===== config.mk =====
export PLATFORM = sky130hd
export DESIGN_NAME = i2c_req_scheduler
export DESIGN_NICKNAME = d
export VERILOG_FILES = /design/src/rtl/i2c_arb_pkg.sv /design/src/rtl/rr_arbiter.sv /design/src/rtl/i2c_req_scheduler.sv
export SDC_FILE = /design/constraint.sdc
export NUM_CORES = 1
export LEC_CHECK = 0
export ABC_AREA = 1
export BUFFER_PORTS_ARGS = -buffer_cell sky130_fd_sc_hd__clkbuf_2
export CORE_MARGIN = 4
export CORE_UTILIZATION = 30
export CTS_CLUSTER_DIAMETER = 150
export DETAILED_ROUTE_END_ITERATION = 8
export GPL_ROUTABILITY_DRIVEN = 0
export PLACE_DENSITY = 0.55
export SYNTH_ARGS = -nofsm -noshare
export SYNTH_HDL_FRONTEND = slang
export SYNTH_HIERARCHICAL = 1
export SYNTH_SLANG_ARGS = --single-unit

===== constraint.sdc =====
create_clock -name clk -period 2.7 [get_ports clk]
set_clock_uncertainty 0.15 [all_clocks]
set_input_delay 0.135 -clock clk [delete_from_list [all_inputs] [get_ports clk]]
set_output_delay 0.135 -clock clk [all_outputs]
set_load 0.03 [all_outputs]

===== src/rtl/i2c_arb_pkg.sv =====
// ---------------------------------------------------------------------------
// i2c_arb_pkg
// Shared constants for the I2C request scheduler: field widths, the default
// watchdog limit and the scheduler state encodings. Also provides the
// round-robin pointer advance helper.
// Optional feature macro used by the scheduler: I2C_ARB_TIMEOUT_EN.
// ---------------------------------------------------------------------------
package i2c_arb_pkg;

   localparam int unsigned I2C_ADDR_W      = 7;
   localparam int unsigned I2C_DATA_W      = 8;
   localparam int unsigned TIMEOUT_CYC_DEF = 1024;

   // Scheduler state encodings
   localparam logic [1:0] ST_IDLE  = 2'd0;
   localparam logic [1:0] ST_ISSUE = 2'd1;
   localparam logic [1:0] ST_WAIT  = 2'd2;
   localparam logic [1:0] ST_RESP  = 2'd3;

   // Next round-robin start position after requester g was served
   function automatic int unsigned rr_next(input int unsigned g, input int unsigned n);
      return (g + 1 >= n) ? 0 : g + 1;
   endfunction

endpackage


===== src/rtl/rr_arbiter.sv =====
// ---------------------------------------------------------------------------
// rr_arbiter
// Combinational round-robin winner selection. The search starts at ptr and
// wraps from NREQ-1 back to 0; the first requester found wins.
// Ports:
//   req   in  NREQ  request vector
//   ptr   in  IW    highest-priority position for this selection
//   grant out NREQ  one-hot winner (all zero when no request)
//   idx   out IW    binary index of the winner
//   any   out 1     at least one request present
// ---------------------------------------------------------------------------
module rr_arbiter #(
   parameter int unsigned NREQ = 4,
   parameter int unsigned IW   = $clog2(NREQ)
) (
   input  logic [NREQ-1:0] req,
   input  logic [IW-1:0]   ptr,
   output logic [NREQ-1:0] grant,
   output logic [IW-1:0]   idx,
   output logic            any
);

   always_comb begin
      int unsigned pos;
      logic [IW-1:0] c;
      grant = '0;
      idx   = '0;
      any   = 1'b0;
      pos   = 0;
      c     = '0;
      for (int unsigned i = 0; i < NREQ; i++) begin
         // Walk positions ptr, ptr+1, ... modulo NREQ without a divider
         pos = 32'(ptr) + i;
         if (pos >= NREQ) begin
            pos = pos - NREQ;
         end
         c = IW'(pos);
         if (!any && req[c]) begin
            any      = 1'b1;
            grant[c] = 1'b1;
            idx      = c;
         end
      end
   end

endmodule


===== src/rtl/i2c_req_scheduler.sv =====
// ---------------------------------------------------------------------------
// i2c_req_scheduler
// Arbitrates NREQ requesters onto a single I2C master. One transaction is in
// flight at a time: IDLE (select + accept) -> ISSUE (strobe master when not
// busy) -> WAIT (until m_done) -> RESP (completion pulse) -> IDLE.
// Optional macro I2C_ARB_TIMEOUT_EN adds a WAIT watchdog of TIMEOUT_CYC
// cycles that aborts the master and completes with rsp_err=1.
// Ports:
//   clk, rst_n                      clock, asynchronous active-low reset
//   req_valid/req_rw   in  NREQ     request level / direction (1 = read)
//   req_addr           in  NREQ*7   packed slave addresses
//   req_reg/req_wdata  in  NREQ*8   packed register indices / write bytes
//   req_ready          out NREQ     one-hot accept pulse
//   rsp_valid          out NREQ     one-hot completion pulse
//   rsp_rdata/rsp_err  out 8/1      response data / NACK-or-timeout flag
//   m_start            out 1        command strobe to the master
//   m_addr/m_rw/m_reg/m_wdata  out  latched command fields
//   m_busy/m_done/m_nack/m_rdata in master status and read byte
//   m_abort            out 1        abort pulse (watchdog build only)
// ---------------------------------------------------------------------------
module i2c_req_scheduler
   import i2c_arb_pkg::*;
#(
   parameter int unsigned NREQ        = 4,
   parameter int unsigned TIMEOUT_CYC = TIMEOUT_CYC_DEF
) (
   input  logic                       clk,
   input  logic                       rst_n,
   input  logic [NREQ-1:0]            req_valid,
   input  logic [NREQ*I2C_ADDR_W-1:0] req_addr,
   input  logic [NREQ-1:0]            req_rw,
   input  logic [NREQ*I2C_DATA_W-1:0] req_reg,
   input  logic [NREQ*I2C_DATA_W-1:0] req_wdata,
   output logic [NREQ-1:0]            req_ready,
   output logic [NREQ-1:0]            rsp_valid,
   output logic [I2C_DATA_W-1:0]      rsp_rdata,
   output logic                       rsp_err,
   output logic                       m_start,
   output logic [I2C_ADDR_W-1:0]      m_addr,
   output logic                       m_rw,
   output logic [I2C_DATA_W-1:0]      m_reg,
   output logic [I2C_DATA_W-1:0]      m_wdata,
   input  logic                       m_busy,
   input  logic                       m_done,
   input  logic                       m_nack,
   input  logic [I2C_DATA_W-1:0]      m_rdata,
   output logic                       m_abort
);

   localparam int unsigned IW = $clog2(NREQ);

   logic [1:0]      state;
   logic [IW-1:0]   ptr;
   logic [IW-1:0]   gidx;
   logic [NREQ-1:0] arb_grant;
   logic [IW-1:0]   arb_idx;
   logic            arb_any;
   logic            tmo_hit;

   rr_arbiter #(
      .NREQ (NREQ),
      .IW   (IW)
   ) u_arb (
      .req   (req_valid),
      .ptr   (ptr),
      .grant (arb_grant),
      .idx   (arb_idx),
      .any   (arb_any)
   );

   // Accept is decoded combinationally in IDLE; gating with rst_n keeps the
   // pulse low while reset is held even if requesters are still asserting.
   assign req_ready = (rst_n && state == ST_IDLE) ? arb_grant : '0;
   assign rsp_valid = (state == ST_RESP) ? (NREQ'(1) << gidx) : '0;
   assign m_start   = (state == ST_ISSUE) && !m_busy;

`ifdef I2C_ARB_TIMEOUT_EN
   localparam int unsigned CW = $clog2(TIMEOUT_CYC + 1);

   logic [CW-1:0] tmo_cnt;

   // First WAIT cycle sees count 0, so the limit is hit on WAIT cycle
   // TIMEOUT_CYC. A m_done arriving in that same cycle takes priority.
   assign tmo_hit = (state == ST_WAIT) && !m_done && (tmo_cnt == CW'(TIMEOUT_CYC - 1));
   assign m_abort = tmo_hit;

   always_ff @(posedge clk or negedge rst_n) begin
      if (!rst_n) begin
         tmo_cnt <= '0;
      end else if (m_start) begin
         tmo_cnt <= '0;
      end else if (state == ST_WAIT) begin
         tmo_cnt <= tmo_cnt + 1'b1;
      end
   end
`else
   assign tmo_hit = 1'b0;
   assign m_abort = 1'b0;
`endif

   always_ff @(posedge clk or negedge rst_n) begin
      if (!rst_n) begin
         state     <= ST_IDLE;
         ptr       <= '0;
         gidx      <= '0;
         m_addr    <= '0;
         m_rw      <= 1'b0;
         m_reg     <= '0;
         m_wdata   <= '0;
         rsp_rdata <= '0;
         rsp_err   <= 1'b0;
      end else begin
         case (state)
            ST_IDLE: begin
               if (arb_any) begin
                  gidx    <= arb_idx;
                  m_addr  <= req_addr[arb_idx*I2C_ADDR_W +: I2C_ADDR_W];
                  m_rw    <= req_rw[arb_idx];
                  m_reg   <= req_reg[arb_idx*I2C_DATA_W +: I2C_DATA_W];
                  m_wdata <= req_wdata[arb_idx*I2C_DATA_W +: I2C_DATA_W];
                  state   <= ST_ISSUE;
               end
            end
            ST_ISSUE: begin
               if (!m_busy) begin
                  state <= ST_WAIT;
               end
            end
            ST_WAIT: begin
               if (m_done) begin
                  // A NACKed read carries no valid data
                  rsp_err   <= m_nack;
                  rsp_rdata <= (m_rw && !m_nack) ? m_rdata : '0;
                  state     <= ST_RESP;
               end else if (tmo_hit) begin
                  rsp_err   <= 1'b1;
                  rsp_rdata <= '0;
                  state     <= ST_RESP;
               end
            end
            ST_RESP: begin
               ptr   <= IW'(rr_next(32'(gidx), NREQ));
               state <= ST_IDLE;
            end
            default: begin
               state <= ST_IDLE;
            end
         endcase
      end
   end

endmodule

==> impl_metrics.csv <==
group,metric,value,unit
outcome,outcome,"complete, but fails checks",
outcome,violations,"negative hold slack",
cts,h-tree-depth,2,
layout,drive_gt1_share,28.1,%
global_routing,grt_util_all_layers,15.9,%
sta,period_minus_slack,2450,ps
sta,hold_viol,2,
hold_path,hold_start,"req_reg[3]",
routing,first_pass_iters,5,
yosys,synth.distinct_cells,24,
setup_path,cp-end-kind,"flop",
sta,fin_setup_tns,0,ps
cts,cts.clk_slew.worst_paths,70,ps
cts,cts_tree,"built",
place,placed_cells,769,
sta,finalSetupViolCount,0,
global_routing,grt_pass1_wl,15300,µm
layout,nFillCells,1066,
global_routing,globalRouteOverflowTotal,0,
yosys,ys_seq_area_share,32.1,%
place,place.detailed.hpwl,7260,µm
cts,clkLatencyLatePin,290,ps
global_routing,grt_max_degree,49,
yosys,ys_ff_latch,39,
routing,drtAntennaViolNets,0,
routing,drt_iter0_drc,263,
sta,grt_setup_unrepaired,"false",
cts,cts_root_buf,"clkbuf_8",
sta,drv_slew,0,
floorplan,io_pins,156,
yosys,post_synth.cell_area_avg,6.20,µm²
place,numPortBuffers,154,
sta,fin_worst_hold_slack,-3.02,ps
power,p_leak,2.74,nW
setup_path,critical_path_required,2730,ps
setup_path,path_max_fanout,48,
setup_path,cp-startpoint,"ptr[1]",
yosys,netlist_area,3040,µm²
floorplan,die_w,109,µm
cts,cts_max_path_buffers,2,
yosys,syn-num-nets,617,
global_routing,grt_pass1_vias,3384,
yosys,netlist_instances,491,
yosys,yosys_warnings,6,
sta,maxSlewHeadroom,66.5,%
layout,register_area,976,µm²
power,cellPowerDensity,1380,nW/µm²
global_routing,antenna_found_initial,0,
run,drv_cap,0,
layout,instances_no_fill,816,
routing,detail_route.wl_per_cell,11.7,µm
floorplan,core_area,9820,µm²
setup_path,crit_arrival,2480,ps
power,peakVddDrop,543,µV
sta,min_period_over_period,90.8,%
layout,area_delta_synth_final,47.2,%
sta,tightest_slew,502,ps
sta,max_freq,408,MHz
layout,multi_input_area,1710,µm²
setup_path,crit_type,"flop to flop",
setup_path,rr_startpoint,"ptr[1]",
floorplan,initial_core_util,31.0,%
cts,cts_made_buffers,5,
power,total_power,6.20,mW
floorplan,die_h,109,µm
setup_path,start_kind,"flop",
routing,num_vias,3604,
routing,vias_per_cell,4.42,
hold_path,min_path_type,"input port to flop",
routing,drt-total-wl,9550,µm
floorplan,num_rows,36,
cts,numClockSinks,39,
layout,diodes,0,
routing,drc,0,
floorplan,die-area,11800,µm²
layout,final_net_count,808,
## per-layer routing
metal	vias up	track usage, %	wire length (µm)
met4	0	3.88	132
met5	-	0	0
met2	108	28.1	4800
met3	17	3.26	529
li1	1872	-	-
met1	1607	19.9	4090
## path summary, 6_finish.rpt
check | slack (ps) | to | cells after the start
min reg2reg | 340 | m_addr[5] | 2
max in group asynchronous | 1720 | m_wdata[1] | 3
min in group asynchronous | 320 | rsp_rdata[3] | 3
max reg2reg | 250 | m_reg[2] | 14
min | -3 | m_reg[3] | 5
max | 250 | m_reg[2] | 14
## cell usage after synthesis
| cell | n | area, µm² |
|---|---|---|
| nand2_4 | 1 | 11.3 |
| o21ai_0 | 3 | 15.0 |
| nor2_4 | 3 | 33.8 |
| nand3_1 | 55 | 275 |
| nor2_1 | 8 | 30.0 |
| a21oi_1 | 9 | 45.0 |
| nand2_1 | 255 | 957 |
| ha_1 | 13 | 163 |
| o21ai_1 | 1 | 5.00 |
| inv_2 | 2 | 7.51 |
| inv_4 | 1 | 6.26 |
| nand3_2 | 1 | 10.0 |
| dfrtp_1 | 39 | 976 |
| buf_6 | 3 | 33.8 |
| nand2_2 | 9 | 56.3 |
| buf_2 | 7 | 35.0 |
| buf_1 | 1 | 3.75 |
| nand3_4 | 1 | 17.5 |
| nor2_2 | 1 | 6.26 |
| nand4_1 | 7 | 43.8 |
| conb_1 | 1 | 3.75 |
| buf_4 | 8 | 60.1 |
| inv_1 | 58 | 218 |
| a21boi_0 | 4 | 30.0 |
## critical path, cell delays in order, from the launching register on
cell	delay (ps)
dfrtp_1	340
inv_1	50
ha_1	340
inv_1	100
nand2_1	90
nand2_2	70
nor2_4	230
nand4_1	150
nand3_2	120
clkbuf_8	320
nand2_1	90
nand3_1	120
nand2_1	60
nand2_1	50
nand2_1	50
## cell usage in the layout, fill, tap and decap left out
cell,Yosys,routed
bufinv_16,0,2
conb_1,1,1
nand4_1,7,7
clkbuf_8,0,6
inv_2,2,2
nor2_4,3,3
o21ai_1,1,1
buf_12,0,2
a21boi_0,4,4
buf_4,8,8
nand2_4,1,1
ha_1,13,13
nand3_2,1,2
dfrtp_1,39,39
nor2_2,1,1
nand3_4,1,1
inv_1,58,58
nand2_2,9,9
inv_4,1,1
nand3_1,55,54
clkbuf_2,0,154
o21ai_0,3,3
clkbuf_1,0,1
nand2_1,255,255
nor2_1,8,8
dlygate4sd3_1,0,38
a21oi_1,9,9
## per-stage QoR
step	setup slack, ps	area, µm²	util [%]
6_report	248	4480	45.6
5_1_grt	1.41	4480	45.6
4_1_cts	125	4450	45.3
3_5_place_dp	147	3940	40.1
3_3_place_gp	216	3940	40.1
2_1_floorplan	230	3040	-
## power by group
group,internal (mW),switching (mW)
clock,0.370,0.205
combinational,1.50,3.05
sequential,0.882,0.189
total,2.75,3.45
## area by class of cell
cell class                      instances  share of cell area, %
Tap cell                              133                   3.72
Inverter                               61                   5.17
Multi-Input combinational cell        372                   38.1
Clock buffer                            6                   1.62
Timing Repair Buffer                  203                   28.2
Sequential cell                        39                   21.8
Clock inverter                          2                   1.34
## logic make-up after synthesis
family	Yosys count	share of synthesized area, %
adders and majority gates	13	5.35
buffers and inverters	80	12.0
and+or+nand+nor	341	47.4
AOI/OAI and AO/OA	17	3.12
DFF	39	32.1
other	1	0.123
## timing repair
item	in CTS	in global routing
gates resized for setup	0	2
buffers inserted	0	1
hold endpoints to repair	60	0
hold buffers	38	0
setup endpoints to repair	0	24
(Power assumes the default switching activity.)
